### src/rtl/unidade_controle_pkg.sv
// Shared codes, opcodes, FSM states and control-word type for the X/Y/Z
// register datapath control unit.
package unidade_controle_pkg;

  localparam logic [2:0] REG_HOLD   = 3'b000;
  localparam logic [2:0] REG_LOAD   = 3'b001;
  localparam logic [2:0] REG_SHIFTR = 3'b010;
  localparam logic [2:0] REG_SHIFTL = 3'b011;
  localparam logic [2:0] REG_RESET  = 3'b100;

  localparam logic [2:0] ULA_ADD = 3'b000;
  localparam logic [2:0] ULA_SUB = 3'b001;

  localparam logic [3:0] OP_NOP     = 4'b0000;
  localparam logic [3:0] OP_CLDRD   = 4'b0001;
  localparam logic [3:0] OP_ADDLD   = 4'b0010;
  localparam logic [3:0] OP_ADD     = 4'b0011;
  localparam logic [3:0] OP_DIV2    = 4'b0100;
  localparam logic [3:0] OP_DISPLAY = 4'b0101;
  localparam logic [3:0] OP_MUL2    = 4'b0110;
  localparam logic [3:0] OP_SUB     = 4'b0111;
  localparam logic [3:0] OP_SHRN    = 4'b1000;
  localparam logic [3:0] OP_SHLN    = 4'b1001;
  localparam logic [3:0] OP_ADDN    = 4'b1010;
  localparam logic [3:0] OP_ADDZ    = 4'b1011;

  typedef enum logic [1:0] {
    ST_IDLE = 2'b00,
    ST_RUN  = 2'b01,
    ST_DONE = 2'b10
  } state_t;

  typedef struct packed {
    logic [2:0] tx;
    logic [2:0] ty;
    logic [2:0] tz;
    logic [2:0] tula;
  } ctrl_word_t;

  localparam int CW_W = $bits(ctrl_word_t);

  function automatic ctrl_word_t make_cw(input logic [2:0] tx, input logic [2:0] ty,
                                         input logic [2:0] tz, input logic [2:0] tula);
    ctrl_word_t cw;
    cw.tx   = tx;
    cw.ty   = ty;
    cw.tz   = tz;
    cw.tula = tula;
    return cw;
  endfunction

  localparam ctrl_word_t CW_HOLD = make_cw(REG_HOLD, REG_HOLD, REG_HOLD, ULA_ADD);

endpackage

### src/rtl/decodificador_instr.sv
// Combinational opcode decoder: control word plus repeat/until/legal flags.
// Illegal opcodes decode to an all-HOLD word with both flags cleared.
module decodificador_instr
  import unidade_controle_pkg::*;
#(
  parameter int OPW = 4
) (
  input  logic [OPW-1:0]  i_opcode,
  output logic [CW_W-1:0] o_cw,
  output logic            o_is_repeat,
  output logic            o_is_until,
  output logic            o_legal
);

  logic       w_high_zero;
  logic       w_low_legal;
  logic       w_rep;
  logic       w_until;
  ctrl_word_t w_cw;

  // Bits above the 4-bit base opcode must all be zero for a legal opcode.
  generate
    if (OPW > 4) begin : g_wide
      assign w_high_zero = ~|i_opcode[OPW-1:4];
    end else begin : g_narrow
      assign w_high_zero = 1'b1;
    end
  endgenerate

  // Base opcode table.
  always_comb begin
    w_cw        = CW_HOLD;
    w_rep       = 1'b0;
    w_until     = 1'b0;
    w_low_legal = 1'b1;
    case (i_opcode[3:0])
      OP_NOP:     w_cw = CW_HOLD;
      OP_CLDRD:   w_cw = make_cw(REG_LOAD, REG_RESET, REG_RESET, ULA_ADD);
      OP_ADDLD:   w_cw = make_cw(REG_LOAD, REG_LOAD, REG_HOLD, ULA_ADD);
      OP_ADD:     w_cw = make_cw(REG_HOLD, REG_LOAD, REG_HOLD, ULA_ADD);
      OP_DIV2:    w_cw = make_cw(REG_HOLD, REG_SHIFTR, REG_HOLD, ULA_ADD);
      OP_DISPLAY: w_cw = make_cw(REG_HOLD, REG_HOLD, REG_LOAD, ULA_ADD);
      OP_MUL2:    w_cw = make_cw(REG_HOLD, REG_SHIFTL, REG_HOLD, ULA_ADD);
      OP_SUB:     w_cw = make_cw(REG_HOLD, REG_LOAD, REG_HOLD, ULA_SUB);
      OP_SHRN: begin
        w_cw  = make_cw(REG_HOLD, REG_SHIFTR, REG_HOLD, ULA_ADD);
        w_rep = 1'b1;
      end
      OP_SHLN: begin
        w_cw  = make_cw(REG_HOLD, REG_SHIFTL, REG_HOLD, ULA_ADD);
        w_rep = 1'b1;
      end
      OP_ADDN: begin
        w_cw  = make_cw(REG_HOLD, REG_LOAD, REG_HOLD, ULA_ADD);
        w_rep = 1'b1;
      end
      OP_ADDZ: begin
        w_cw    = make_cw(REG_HOLD, REG_LOAD, REG_HOLD, ULA_ADD);
        w_rep   = 1'b1;
        w_until = 1'b1;
      end
      default: w_low_legal = 1'b0;
    endcase
  end

  assign o_legal     = w_high_zero & w_low_legal;
  assign o_cw        = o_legal ? w_cw : CW_HOLD;
  assign o_is_repeat = o_legal & w_rep;
  assign o_is_until  = o_legal & w_until;

endmodule

### src/rtl/unidade_controle_seq.sv
// Sequenced control unit: accepts one instruction per valid/ready handshake and
// drives registered Tx/Ty/Tz/tula for one or more cycles, then pulses done.
module unidade_controle_seq
  import unidade_controle_pkg::*;
#(
  parameter int OPW  = 4,
  parameter int CNTW = 4
) (
  input  logic            clk,
  input  logic            rst,
  input  logic            instr_valid,
  output logic            instr_ready,
  input  logic [OPW-1:0]  opcode,
  input  logic [CNTW-1:0] arg,
  input  logic            status,
  output logic [2:0]      Tx,
  output logic [2:0]      Ty,
  output logic [2:0]      Tz,
  output logic [2:0]      tula,
  output logic            busy,
  output logic            done,
  output logic            err
);

  localparam logic [CNTW-1:0] CNT_ZERO = {CNTW{1'b0}};
  localparam logic [CNTW-1:0] CNT_ONE  = {{(CNTW-1){1'b0}}, 1'b1};

  state_t          r_state, w_state_nxt;
  logic [CNTW-1:0] r_cnt, w_cnt_nxt;
  ctrl_word_t      r_cw, w_cw_nxt;
  logic            r_until, w_until_nxt;
  ctrl_word_t      r_out_cw, w_out_cw_nxt;
  logic            r_busy, w_busy_nxt;
  logic            r_done, w_done_nxt;
  logic            r_err, w_err_nxt;

  logic [CW_W-1:0] w_dec_cw_bits;
  ctrl_word_t      w_dec_cw;
  logic            w_dec_repeat;
  logic            w_dec_until;
  logic            w_dec_legal;
  logic            w_accept;

  decodificador_instr #(
    .OPW(OPW)
  ) u_dec (
    .i_opcode   (opcode),
    .o_cw       (w_dec_cw_bits),
    .o_is_repeat(w_dec_repeat),
    .o_is_until (w_dec_until),
    .o_legal    (w_dec_legal)
  );

  assign w_dec_cw = ctrl_word_t'(w_dec_cw_bits);
  assign w_accept = instr_valid & (r_state == ST_IDLE);

  // Next state, counter, latched instruction and the values the output flops take.
  always_comb begin
    w_state_nxt  = r_state;
    w_cnt_nxt    = r_cnt;
    w_cw_nxt     = r_cw;
    w_until_nxt  = r_until;
    w_out_cw_nxt = CW_HOLD;
    w_busy_nxt   = 1'b1;
    w_done_nxt   = 1'b0;
    w_err_nxt    = 1'b0;
    case (r_state)
      ST_IDLE: begin
        if (w_accept) begin
          w_cw_nxt    = w_dec_cw;
          w_until_nxt = w_dec_until;
          if (!w_dec_legal) begin
            w_state_nxt = ST_DONE;
            w_cnt_nxt   = CNT_ZERO;
            w_done_nxt  = 1'b1;
            w_err_nxt   = 1'b1;
          end else if (w_dec_repeat && (arg == CNT_ZERO)) begin
            w_state_nxt = ST_DONE;
            w_cnt_nxt   = CNT_ZERO;
            w_done_nxt  = 1'b1;
          end else begin
            w_state_nxt  = ST_RUN;
            w_cnt_nxt    = w_dec_repeat ? arg : CNT_ONE;
            w_out_cw_nxt = w_dec_cw;
          end
        end else begin
          w_state_nxt = ST_IDLE;
          w_busy_nxt  = 1'b0;
        end
      end
      ST_RUN: begin
        // The word of the cycle that sees status=1 has already been applied.
        if ((r_cnt == CNT_ONE) || (r_until && status)) begin
          w_state_nxt = ST_DONE;
          w_done_nxt  = 1'b1;
        end else begin
          w_cnt_nxt    = r_cnt - CNT_ONE;
          w_out_cw_nxt = r_cw;
        end
      end
      ST_DONE: begin
        w_state_nxt = ST_IDLE;
        w_busy_nxt  = 1'b0;
      end
      default: begin
        w_state_nxt = ST_IDLE;
        w_busy_nxt  = 1'b0;
      end
    endcase
  end

  // State, instruction latch and output registers; synchronous reset aborts any operation.
  always_ff @(posedge clk) begin
    if (rst) begin
      r_state  <= ST_IDLE;
      r_cnt    <= CNT_ZERO;
      r_cw     <= CW_HOLD;
      r_until  <= 1'b0;
      r_out_cw <= CW_HOLD;
      r_busy   <= 1'b0;
      r_done   <= 1'b0;
      r_err    <= 1'b0;
    end else begin
      r_state  <= w_state_nxt;
      r_cnt    <= w_cnt_nxt;
      r_cw     <= w_cw_nxt;
      r_until  <= w_until_nxt;
      r_out_cw <= w_out_cw_nxt;
      r_busy   <= w_busy_nxt;
      r_done   <= w_done_nxt;
      r_err    <= w_err_nxt;
    end
  end

  assign instr_ready = (r_state == ST_IDLE) & ~rst;
  assign Tx   = r_out_cw.tx;
  assign Ty   = r_out_cw.ty;
  assign Tz   = r_out_cw.tz;
  assign tula = r_out_cw.tula;
  assign busy = r_busy;
  assign done = r_done;
  assign err  = r_err;

endmodule

### config.mk
export PLATFORM = sky130hd
export DESIGN_NAME = unidade_controle_seq
export DESIGN_NICKNAME = d
export VERILOG_FILES = /design/src/rtl/unidade_controle_pkg.sv /design/src/rtl/decodificador_instr.sv /design/src/rtl/unidade_controle_seq.sv
export SDC_FILE = /design/constraint.sdc
export NUM_CORES = 1
export LEC_CHECK = 0
export CAP_MARGIN = 20
export CORE_AREA = 2 2 49 51
export DETAILED_ROUTE_END_ITERATION = 10
export DIE_AREA = 0 0 51 53
export GPL_ROUTABILITY_DRIVEN = 0
export HOLD_SLACK_MARGIN = 0.08
export PLACE_DENSITY = 0.86
export SLEW_MARGIN = 15
export SYNTH_ARGS = -nofsm -noshare
export SYNTH_HDL_FRONTEND = slang
export SYNTH_SLANG_ARGS = --single-unit
### constraint.sdc
create_clock -name clk -period 3.8 [get_ports clk]
set_clock_uncertainty 0.05 [all_clocks]
set_input_delay 0.38 -clock clk [delete_from_list [all_inputs] [get_ports clk]]
set_output_delay 0.38 -clock clk [all_outputs]
set_load 0.01 [all_outputs]
==> summary.txt <==
Critical path
  • CP arrival: 2210 ps
  • Most used cell, CP: clkdlybuf4s50_1
  • CP required: between 3000 and 4000 ps
  • Crit start category: input port
  • Critical Path Fanout Max: 15
  • WS Path Type: in -> out
  • RR Endpoint: r_cnt[0]
  • CP Cell Sequence: clkdlybuf4s50_1, or2_2, nor2_1, clkdlybuf4s50_1
  • R2R depth: 5
  • Slowest stage delay, CP: 680 ps
  • Reg-to-reg slack, setup: 2120 ps
  • Critical path launch point: rst
  • Slowest-stage cell, CP: clkdlybuf4s50_1
  • Reg-to-Reg Start: r_cnt[0]
  • Worst setup EP type: output port

Synth
  • Ys flop type: dfxtp_1
  • Average size of a mapped cell: 8.34 µm²
  • Synth cell types: 38
  • Post-synth top area share: 0.433
  • Flops & latches, synth: 22
  • Post-synth top area cell: dfxtp_1
  • Sequential area share after synthesis: 0.433
  • Ys async rst share: 0
  • Post-synth top cells: dfxtp_1, nand2_1, nor2_1, a21oi_1, buf_4
  • Post-Syn Area: 1020 µm²
  • Top cells by area, synth: dfxtp_1, nand2_1, a21oi_1, nor2_1, buf_4
  • Post-Syn Instances: 122
  • Count leader, synth: dfxtp_1
  • EDFF count, synth: 0
  • YS warnings: 0

Route
  • First DRT Iteration DRCs: 50
  • WL final: 2250 µm
  • Vias per cell: about 5.5
  • Drc violations: 0
  • DR WL/cell: 13.3 µm
  • Iteration count of the initial detailed-routing pass: 4
  • ANT nets after route: 0
  • Routed via count: roughly 940

GRT
  • Initial antenna violation count: 0
  • First-pass GRT wire length: 3810 µm
  • Vias in the first global route: 881
  • Largest net degree at the start of global routing: 16
  • Grt ovf: 0
  • Total GRT Usage: 0.190

Finish
  • Area of the multi-input gates: 512 µm²
  • P&R area growth vs syn: 25.0%
  • Layout cell share with drive strength beyond 1: 0.0563
  • # fillers: 190
  • Register Area: 440 µm²
  • Diodes inserted: 0
  • Final instance area: between 1000 and 1500 µm²
  • Nets: 157

CTS
  • Worst-path clk slew: between 100 and 150 ps
  • CTS Hold Bufs: 0
  • Post CTS Setup Buffer Count: 0
  • Clock insertion delay at the later pin of the skew report: 310 ps
  • Cts repair resizes: 0
  • Htree depth: 1
  • CTS tree: built
  • Root buf cell: clkbuf_4
  • Total CTS buffers: 3
  • Clk sink count: 22
  • Clock buffer depth: 2

Placement
  • HPWL after DPL: 1590 µm
  • Pre-CTS WS: around 1200 ps
  • I/O Buffers: 22
  • Placed Area: 1220 µm²

Power and ir drop
  • VDD IR max: 0.000219 V
  • PD cells: ~440 nW/µm²
  • Leakage power: 0.477 nW

Run
  • # Max-Cap Violations: 0

Timing
  • Slew Limit Fails: 0
  • Fin crit share: 0.694
  • Fmax: 379 MHz
  • Endpoints failing hold: 0
  • Post-route setup slack: 1160 ps
  • RSZ-0062 raised after global routing: no
  • Worst-margin pin slew: about 600 ps
  • Total negative setup slack: 0 ps
  • Final setup viols: 0
  • Minimum clock period: 2640 ps
  • Slew HR: 0.606

Die
  • Initial Utilization: 0.474
  • IO Pins: 28
  • Die height: 53 µm
  • Chip Width: 51 µm
  • Row count: 17
  • Die area: 2700 µm²
  • Core ar.: about 2100 µm²

Run status
  • Status: finished clean

Min path
  • Worst Hold Launch: r_cw[0]
  • Worst hold path depth: 2
  • Worst Hold Endpoint: r_cw[0]
  • Worst min path class: reg -> reg
-- layout by cell type (no fill, tap or decap), types with 2 or more instances in the layout --
cell type,count
dfxtp_1,22
clkdlybuf4s50_1,22
nand2_1,18
nor2_1,13
a21oi_1,12
conb_1,5
nor2b_1,4
inv_1,3
nand4_1,3
nand3_1,3
nor3_1,3
a31oi_1,3
clkbuf_4,3
nand2b_1,2
o21ai_0,2
a211oi_1,2
ha_1,2
-- area by class of cell --
class / count / share of cell area
Sequential cell: 22 / 0.346
Clock inverter: 1 / 0.0236
Multi-Input combinational cell: 91 / 0.403
Timing Repair Buffer: 22 / 0.173
Inverter: 3 / 0.00886
Tap cell: 28 / 0.0276
Clock buffer: 3 / 0.0177
-- worst max path at each step --
stage	slack [ps]	to	cells past startpoint
after detailed placement	1200	instr_ready	4
after global routing	1110	instr_ready	4
final	1160	instr_ready	4
after global placement	1230	instr_ready	4
after CTS	1200	instr_ready	4
after floorplan	2220	r_cnt[3]	5
-- kinds of logic after synthesis --
| kind of cell | count (synthesis) | synth area share |
|---|---|---|
| DFF | 22 | 0.433 |
| AOI/OAI and AO/OA | 28 | 0.175 |
| and+or+nand+nor | 55 | 0.277 |
| other | 1 | 0.00369 |
| buffers and inverters | 13 | 0.0787 |
| adders and majority gates | 2 | 0.0246 |
| xor gates and xnor gates | 1 | 0.00861 |
-- worst max-delay path, delay by kind of cell --
kind	cells	cell delay, ps
AND/OR/NAND/NOR	2	610
buffers and inverters	2	1210
-- power by group --
| part | total (mW) | switching [mW] | internal, mW | leakage (nW) |
|---|---|---|---|---|
| logic | 0.118 | 0.0644 | 0.0532 | 0.270 |
| registers | 0.259 | 0.0129 | 0.246 | 0.179 |
| clock network | 0.178 | 0.0710 | 0.107 | 0.0279 |
-- per-stage QoR --
| stage | hold WS (ps) | utilization | total power, mW | cells |
|---|---|---|---|---|
| final | 416 | 0.592 | 0.554 | 170 |
| after global routing | 435 | 0.592 | 0.584 | 170 |
| after CTS | 417 | 0.592 | 0.555 | 170 |
| after detailed placement | 399 | 0.567 | 0.380 | 166 |
| after global placement | 394 | 0.567 | 0.375 | 166 |
| after floorplan | 382 | - | 0.344 | 126 |
-- sequential cells by signal (all words and copies together), names as in the netlist --
name / count
done: 1
Ty: 3
err: 1
r_until: 1
busy: 1
tula: 1
r_state: 2
r_cw: 6
r_cnt: 4
Tx: 1
Tz: 1
-- per-layer routing --
metal / vias up / wire length (µm) / GRT usage
li1: 454 / - / -
met1: 435 / 945 / 0.230
met2: 49 / 1090 / 0.318
met3: 4 / 180 / 0.0254
met4: 0 / 36 / 0.122
met5: - / 0 / 0
Power figures use the tool's default switching activity.
